--- src/rtl/mc_fifo.sv ---
// Multi-channel synchronous FIFO: CHANNELS logical queues share one write and one read port.
// Define MC_FIFO_ERR_EN to add the sticky per-channel overflow/underflow ports ovf_o/udf_o.
module mc_fifo #(
    parameter int CHANNELS           = 4,
    parameter int DWIDTH             = 32,
    parameter int AWIDTH             = 4,
    parameter int ALMOST_FULL_VALUE  = 12,
    parameter int ALMOST_EMPTY_VALUE = 4,
    localparam int CWIDTH            = (CHANNELS > 1) ? $clog2(CHANNELS) : 1
) (
    input  logic                           clk_i,
    input  logic                           srst_i,
    input  logic [DWIDTH-1:0]              data_i,
    input  logic                           wrreq_i,
    input  logic [CWIDTH-1:0]              wrch_i,
    input  logic                           rdreq_i,
    input  logic [CWIDTH-1:0]              rdch_i,
    output logic [DWIDTH-1:0]              q_o,
    output logic                           rd_valid_o,
    output logic [CWIDTH-1:0]              rd_ch_o,
    output logic [CHANNELS*(AWIDTH+1)-1:0] usedw_o,
    output logic [CHANNELS-1:0]            full_o,
    output logic [CHANNELS-1:0]            empty_o,
    output logic [CHANNELS-1:0]            almost_full_o,
    output logic [CHANNELS-1:0]            almost_empty_o
`ifdef MC_FIFO_ERR_EN
    ,
    output logic [CHANNELS-1:0]            ovf_o,
    output logic [CHANNELS-1:0]            udf_o
`endif
);

    localparam int                DEPTH    = 2 ** AWIDTH;
    localparam int                CNTW     = AWIDTH + 1;
    localparam int                MEMW     = CWIDTH + AWIDTH;
    localparam logic [CNTW-1:0]   CNT_FULL = CNTW'(DEPTH);

    logic [DWIDTH-1:0]   r_mem  [CHANNELS*DEPTH];
    logic [AWIDTH-1:0]   r_wptr [CHANNELS];
    logic [AWIDTH-1:0]   r_rptr [CHANNELS];
    logic [CNTW-1:0]     r_cnt  [CHANNELS];

    logic [DWIDTH-1:0]   r_q;
    logic                r_rd_valid;
    logic [CWIDTH-1:0]   r_rd_ch;

    logic [CHANNELS-1:0] w_full;
    logic [CHANNELS-1:0] w_empty;
    logic [CHANNELS-1:0] w_afull;
    logic [CHANNELS-1:0] w_aempty;
    logic [CHANNELS-1:0] w_wr_hit;
    logic [CHANNELS-1:0] w_rd_hit;
    logic [CHANNELS-1:0] w_wr_sel;
    logic [CHANNELS-1:0] w_rd_sel;
    logic                w_wr_any;
    logic                w_rd_any;
    logic [AWIDTH-1:0]   w_wptr_cur;
    logic [AWIDTH-1:0]   w_rptr_cur;
    logic [MEMW-1:0]     w_waddr;
    logic [MEMW-1:0]     w_raddr;

    // Status flags come straight from the registered counts.
    always_comb begin
        w_full   = '0;
        w_empty  = '0;
        w_afull  = '0;
        w_aempty = '0;
        for (int c = 0; c < CHANNELS; c++) begin
            w_full[c]   = (r_cnt[c] == CNT_FULL);
            w_empty[c]  = (r_cnt[c] == '0);
            w_afull[c]  = (int'(r_cnt[c]) >= ALMOST_FULL_VALUE);
            w_aempty[c] = (int'(r_cnt[c]) < ALMOST_EMPTY_VALUE);
        end
    end

    // Per-channel decode; out-of-range channel selects match no channel and are dropped.
    always_comb begin
        w_wr_hit   = '0;
        w_rd_hit   = '0;
        w_wr_sel   = '0;
        w_rd_sel   = '0;
        w_wptr_cur = '0;
        w_rptr_cur = '0;
        for (int c = 0; c < CHANNELS; c++) begin
            w_wr_hit[c] = wrreq_i && (wrch_i == CWIDTH'(c));
            w_rd_hit[c] = rdreq_i && (rdch_i == CWIDTH'(c));
            w_wr_sel[c] = w_wr_hit[c] && !w_full[c] && !srst_i;
            w_rd_sel[c] = w_rd_hit[c] && !w_empty[c] && !srst_i;
            if (w_wr_sel[c]) begin
                w_wptr_cur = r_wptr[c];
            end
            if (w_rd_sel[c]) begin
                w_rptr_cur = r_rptr[c];
            end
        end
        w_wr_any = |w_wr_sel;
        w_rd_any = |w_rd_sel;
        w_waddr  = {wrch_i, w_wptr_cur};
        w_raddr  = {rdch_i, w_rptr_cur};
    end

    always_ff @(posedge clk_i) begin
        if (srst_i) begin
            for (int c = 0; c < CHANNELS; c++) begin
                r_wptr[c] <= '0;
                r_rptr[c] <= '0;
                r_cnt[c]  <= '0;
            end
        end else begin
            for (int c = 0; c < CHANNELS; c++) begin
                if (w_wr_sel[c]) begin
                    r_wptr[c] <= r_wptr[c] + AWIDTH'(1);
                end
                if (w_rd_sel[c]) begin
                    r_rptr[c] <= r_rptr[c] + AWIDTH'(1);
                end
                case ({w_wr_sel[c], w_rd_sel[c]})
                    2'b10:   r_cnt[c] <= r_cnt[c] + CNTW'(1);
                    2'b01:   r_cnt[c] <= r_cnt[c] - CNTW'(1);
                    default: r_cnt[c] <= r_cnt[c];
                endcase
            end
        end
    end

    // Storage is never reset; the pointers alone define what is valid.
    always_ff @(posedge clk_i) begin
        if (w_wr_any) begin
            r_mem[w_waddr] <= data_i;
        end
    end

    always_ff @(posedge clk_i) begin
        if (srst_i) begin
            r_q        <= '0;
            r_rd_valid <= 1'b0;
            r_rd_ch    <= '0;
        end else begin
            r_rd_valid <= w_rd_any;
            if (w_rd_any) begin
                r_q     <= r_mem[w_raddr];
                r_rd_ch <= rdch_i;
            end
        end
    end

`ifdef MC_FIFO_ERR_EN
    logic [CHANNELS-1:0] r_ovf;
    logic [CHANNELS-1:0] r_udf;

    always_ff @(posedge clk_i) begin
        if (srst_i) begin
            r_ovf <= '0;
            r_udf <= '0;
        end else begin
            r_ovf <= r_ovf | (w_wr_hit & w_full);
            r_udf <= r_udf | (w_rd_hit & w_empty);
        end
    end

    assign ovf_o = r_ovf;
    assign udf_o = r_udf;
`endif

    always_comb begin
        usedw_o = '0;
        for (int c = 0; c < CHANNELS; c++) begin
            usedw_o[c*CNTW +: CNTW] = r_cnt[c];
        end
    end

    assign q_o            = r_q;
    assign rd_valid_o     = r_rd_valid;
    assign rd_ch_o        = r_rd_ch;
    assign full_o         = w_full;
    assign empty_o        = w_empty;
    assign almost_full_o  = w_afull;
    assign almost_empty_o = w_aempty;

endmodule

--- config.mk ---
export PLATFORM = sky130hd
export DESIGN_NAME = mc_fifo
export DESIGN_NICKNAME = d
export VERILOG_FILES = /design/src/rtl/mc_fifo.sv
export SDC_FILE = /design/constraint.sdc
export NUM_CORES = 2
export LEC_CHECK = 0
export BUFFER_PORTS_ARGS = -buffer_cell sky130_fd_sc_hd__buf_4
export CORE_UTILIZATION = 61
export DETAILED_ROUTE_END_ITERATION = 16
export PLACE_DENSITY = 0.77
export SLEW_MARGIN = 20
export SYNTH_ARGS = -nofsm -noshare
export SYNTH_HDL_FRONTEND = slang
export SYNTH_SLANG_ARGS = --single-unit
export TNS_END_PERCENT = 20
--- constraint.sdc ---
create_clock -name clk_i -period 5.1 [get_ports clk_i]
set_input_delay 0.51 -clock clk_i [delete_from_list [all_inputs] [get_ports clk_i]]
set_output_delay 0.51 -clock clk_i [all_outputs]
set_load 0.1 [all_outputs]
# Yosys cells after proc, flatten, opt, wreduce, memory -nomap -nowiden
# Memories as Yosys holds them, arrays and structs flattened. A register that Yosys moved wholly into a read port is not among the register bits.
# Cells that the tools add are included.
totals:
  word_cells: 205
  memories: 4
  mem_bits_rw: 2100
  regBits: 3
mem_list:
  columns: ["memory", "depth", "width", "rd", "rd_ports_with_merged_regs", "write_ports", "line_no", "text"]
  rows:
  - ["r_mem", 64, 32, 1, 1, 1, "38", "logic [DWIDTH-1:0] r_mem [CHANNELS*DEPTH];"]
  - ["r_cnt", 4, 5, 4, 0, 4, "41", "logic [CNTW-1:0] r_cnt [CHANNELS];"]
  - ["r_rptr", 4, 4, 4, 0, 4, "40", "logic [AWIDTH-1:0] r_rptr [CHANNELS];"]
  - ["r_wptr", 4, 4, 4, 0, 4, "39", "logic [AWIDTH-1:0] r_wptr [CHANNELS];"]
classes:
  muxes: 92
  bitwise: 20
  n_eq_ne: 18
  reduce_logical: 45
  addsub: 16
  n_lt_le_gt_ge: 8
op_table:
  columns: ["op", "n"]
  rows:
  - ["2-to-1 mux 1 bit", 64]
  - ["2-to-1 mux 4 bit", 16]
  - ["2-to-1 mux 5 bit", 12]
  - ["adder 4 x 1 -> 4 bit, second input constant", 8]
  - ["logical AND 1 bit", 24]
  - ["adder 5 x 1 -> 5 bit, second input constant", 4]
  - ["== test 5 bit, second input constant", 4]
  - [">= comparator 5 x 4 -> 1 bit, second input constant", 4]
  - ["zero test 5 bit", 4]
  - ["< comparator 5 x 3 -> 1 bit, second input constant", 4]
  - ["bitwise OR 1 bit", 20]
  - ["subtractor 5 x 1 -> 5 bit, second input constant", 4]
  - ["== test 2 bit, second input constant", 8]
  - ["== test 2 x 1 -> 1 bit, second input constant", 6]
  - ["zero test 1 bit", 9]
  - ["OR reduction 2 bit", 4]
  - ["OR reduction 4 bit", 2]
  - ["zero test 2 bit", 2]

# Depth between registers and ports, before layout
logic_depth:
  depth_word: 11
  depth_mapped: 16
  mapped_depth_nobuf: 13

# Worst setup path before layout
# Ideal clock, no wire load.
synth_path:
  path_kind: "reg-to-reg"
  from: "mem r_cnt[2][0] (netlist name)"
  to: "mem r_mem[2][0] (enable)"
  slack_ns: -0.826
  period_less_slack_ns: 5.926
  required_ns: 4.679
  path_buffers: 0
  stages_incl_launch_ff: 12
  arrival_ns: 5.505
  path_cell_list: "edfxtp_1 -> or4_1 -> nor2_1 -> nor2_1 -> nand2_1 -> clkinv_1 -> a222oi_1 -> nand2_1 -> o21a_1 -> nor2_1 -> nand2_1 -> nor2_1"
synth_rtl:
  columns: ["element", "line_no"]
  rows:
  - ["start: declaration", "41"]
  - ["end: declaration", "38"]

==> impl_metrics.yaml <==
outcome:
  status: "finished, final reports clean"
die:
  io_pins: 111
  rows: 136
  core_area_um2: 138000
  initial_core_util: 0.615
  die_area_um2: 140000
  die_y_um: 375
  die_x_um: 375
critical_path:
  timing.rr.start: "r_cnt[2][0]$_SDFFCE_PP0P_"
  r2r_slack_ps: 120
  startpoint: "r_cnt[2][0]$_SDFFCE_PP0P_"
  start_kind: "flop"
  cp.required_ps: 5780
  end_kind: "flop"
  r2r_cells: 11
  critPathMaxFanout: 52
  arrival_ps: 5660
  r2r_end: "q_o[9]$_SDFFE_PP0P_"
  worst-setup-path-type: "reg -> reg"
synthesis:
  synth-seq-cells: 2135
  netlist_instances: 5369
  synthTopCellsByArea: "edfxtp_1, mux4_2, nand2_1, mux2i_1, nand3_1"
  synth-main-ff-cell: "edfxtp_1"
  yosysMostFrequentCell: "edfxtp_1"
  ys_seq_area_frac: 0.753
  synth_edf_count: 2100
  ys_warn_count: 0
  syn-num-nets: 5440
  synth_top_area_frac: 0.745
  yosys.area.top_type: "edfxtp_1"
  syn_avg_cell_area_um2: 15.8
  syn_area_um2: 84700
  synth_cell_types: 80
  synth_top_cells_by_count: "edfxtp_1, nand2_1, nand3_1"
  async_reset_ff_frac: 0
routing:
  vias_per_cell: 6.82
  wirelength_mm: 233
  drt-pass1-iter-count: 8
  post_drt_wl_per_cell_um: 30.9
  vias: 51361
  drc_errors: 0
  drtIter0Drc: 8287
  final_antenna_net_count: 0
timing:
  setup_ws_ps: 119
  hold_viol_final: 0
  maxSlewViolCount: 0
  period_minus_slack_ps: 4980
  setup_viol_count_final: 0
  worst_pin_slew_ps: 1190
  slew_headroom: 0.205
  clock_skew_ps: 30.0
  rsz0062_at_grt: "false"
  fmax_mhz: 201
  tns_ps: 0
  timing.final.crit_share: 0.977
hold_path:
  holdPathStages: 2
  holdPathEnd: "q_o[6]$_SDFFE_PP0P_"
  hp-start: "srst_i"
  hold_path.class: "in -> reg"
clock_tree:
  cts_max_level: 4
  postCtsSetupBuffers: 0
  clk_pin_slew_ps: 60
  cts_buffers: 198
  cts_sinks: 2135
  cts_max_path_buffers: 3
  cts_root_buf: "clkbuf_16"
  cts_tree: "built"
  insertion_delay_ps: 840
  holdBufCountCts: 0
global_route:
  grt_use_total: 0.332
  grt_pass1_wl_mm: 334
  antenna_found_initial: 5
  grt_max_degree: 167
  grt_overflow_total: 0
  first_global_vias: 49947
pwr:
  clock_power_share: 0.398
  ir_worst_vdd_uv: 386
  power.density_nw_per_um2: 385
  p_leak_nw: 32.3
  seq_power_share: 0.532
  netSwitchingFraction: 0.227
  pwr-share-comb: 0.070
  internal_power_mw: 28.3
  p_switching_mw: 8.33
layout:
  fillers: 8365
  multi_input_area_um2: 19700
  regArea_um2: 63800
  area_delta_synth_final_pct: 12.6
  nNetsFinal: 5628
  drive_gt1_frac: 0.154
place:
  place.gp.congestion: 0.859
  portBuffers: 110
  pre_cts_ws_ps: 316
  dp_hpwl_mm: 124
run:
  maxCapViolations: 0
==> logic make-up (layout without fill, tap and decap cells) <==
logic type / after synthesis / count (layout) / share of synthesized area
mux: 377 / 377 / 0.0718
other cells: 0 / 7 / 0
flops: 2135 / 2135 / 0.753
buf+inv: 355 / 711 / 0.0209
xor+xnor: 30 / 30 / 0.00310
fa+ha+maj: 31 / 31 / 0.00485
simple gates: 1770 / 1770 / 0.0917
compound gates: 671 / 671 / 0.0544
==> layout by cell type (no fill, tap or decap), types with 8 or more instances in the layout <==
| cell | Yosys | layout |
|---|---|---|
| xor2_1 | 14 | 14 |
| nor2_4 | 0 | 66 |
| xnor2_1 | 16 | 16 |
| buf_4 | 38 | 252 |
| a21o_1 | 37 | 37 |
| clkbuf_1 | 136 | 52 |
| nor2b_1 | 8 | 8 |
| and3_1 | 143 | 143 |
| ha_1 | 28 | 28 |
| o32ai_1 | 24 | 24 |
| nor3_1 | 40 | 35 |
| dfxtp_1 | 35 | 35 |
| nand3_1 | 360 | 359 |
| o211ai_1 | 14 | 14 |
| clkbuf_16 | 0 | 205 |
| nand2_1 | 1005 | 1003 |
| a221oi_1 | 10 | 10 |
| a31oi_1 | 36 | 36 |
| o21a_1 | 26 | 25 |
| o21ai_0 | 117 | 117 |
| clkinv_2 | 0 | 33 |
| a22oi_1 | 63 | 63 |
| inv_1 | 25 | 25 |
| a311oi_1 | 52 | 52 |
| mux2i_1 | 188 | 188 |
| a21oi_1 | 156 | 155 |
| nand4_1 | 8 | 8 |
| and2_1 | 9 | 8 |
| buf_12 | 0 | 58 |
| clkinv_1 | 3 | 41 |
| mux4_2 | 184 | 184 |
| nor2_1 | 146 | 76 |
| o211a_1 | 26 | 26 |
| o221ai_1 | 33 | 33 |
| or3_1 | 28 | 28 |
| a32oi_1 | 19 | 19 |
| bufinv_16 | 0 | 16 |
| a22o_1 | 8 | 8 |
| edfxtp_1 | 2100 | 2100 |
==> routing by layer <==
layer | up-vias | GRT usage | share of wire
met2 | 3935 | 0.522 | 0.47
met4 | 2 | 0.153 | 0.049
met1 | 25712 | 0.449 | 0.35
met5 | - | 0 | 0.000056
li1 | 21059 | - | -
met3 | 653 | 0.0705 | 0.13
==> power groups by stage <==
stage / registers [mW] / logic [mW] / clock network, mW
after floorplan: 20.2 / 1.22 / 0
after global placement: 19.9 / 2.45 / 0
after detailed placement: 19.9 / 2.50 / 0
after CTS: 19.5 / 2.53 / 14.7
after global routing: 19.5 / 2.68 / 15.3
final: 19.5 / 2.57 / 14.6
==> registers in the layout, summed over array words and instances (netlist names) <==
signal / cells
q_o: 32
r_cnt: 20
r_mem: 2048
r_rptr: 16
r_wptr: 16
rd_ch_o: 2
rd_valid_o: 1
==> layout make-up <==
type                       count  share of cell area
sequential                  2135               0.669
multi-input combinational   2879               0.207
clock buffer                 264              0.0569
timing repair buffer         310              0.0320
tap                         1794              0.0236
clock inverter               104              0.0101
inverter                      33             0.00130
antenna                        7            0.000184
==> through the flow <==
step | hold slack, ps | util | area [um2] | power, mW | std cells
floorplan | 575 | - | 84800 | 21.4 | 5369
global placement | 514 | 0.646 | 88900 | 22.3 | 7151
detailed placement | 505 | 0.646 | 88900 | 22.4 | 7151
CTS | 40.5 | 0.692 | 95300 | 36.7 | 7519
global route | 88.0 | 0.692 | 95300 | 37.5 | 7521
finish | 98.3 | 0.692 | 95300 | 36.7 | 7526
==> worst max-delay path: stages, from the launching register on <==
cell and delay [ps]:
edfxtp_1 490, nor4_2 500, nand2_1 190, o2111a_1 410
o21ai_4 710, buf_12 440, buf_4 320, mux4_2 540
a22o_1 320, a221o_1 360, o21ai_1 320, nand3_1 200
==> what timing repair did <==
item | 4_1_cts | 5_1_grt
resized for setup | 0 | 0
endpoints found under the setup margin | 0 | 1
hold endpoints to repair | 0 | 0
==> worst max path at each step <==
stage / end / slack (ps) / cells after the start
finish: q_o[9]$_SDFFE_PP0P_ / 120 / 11
detailed placement: q_o[9]$_SDFFE_PP0P_ / 320 / 11
global route: q_o[9]$_SDFFE_PP0P_ / 7 / 11
global placement: q_o[9]$_SDFFE_PP0P_ / 400 / 11
floorplan: r_mem[18][0]$_DFFE_PP_ / 100 / 11
CTS: q_o[9]$_SDFFE_PP0P_ / 260 / 11
No activity file was read; power rests on OpenSTA's default activity.
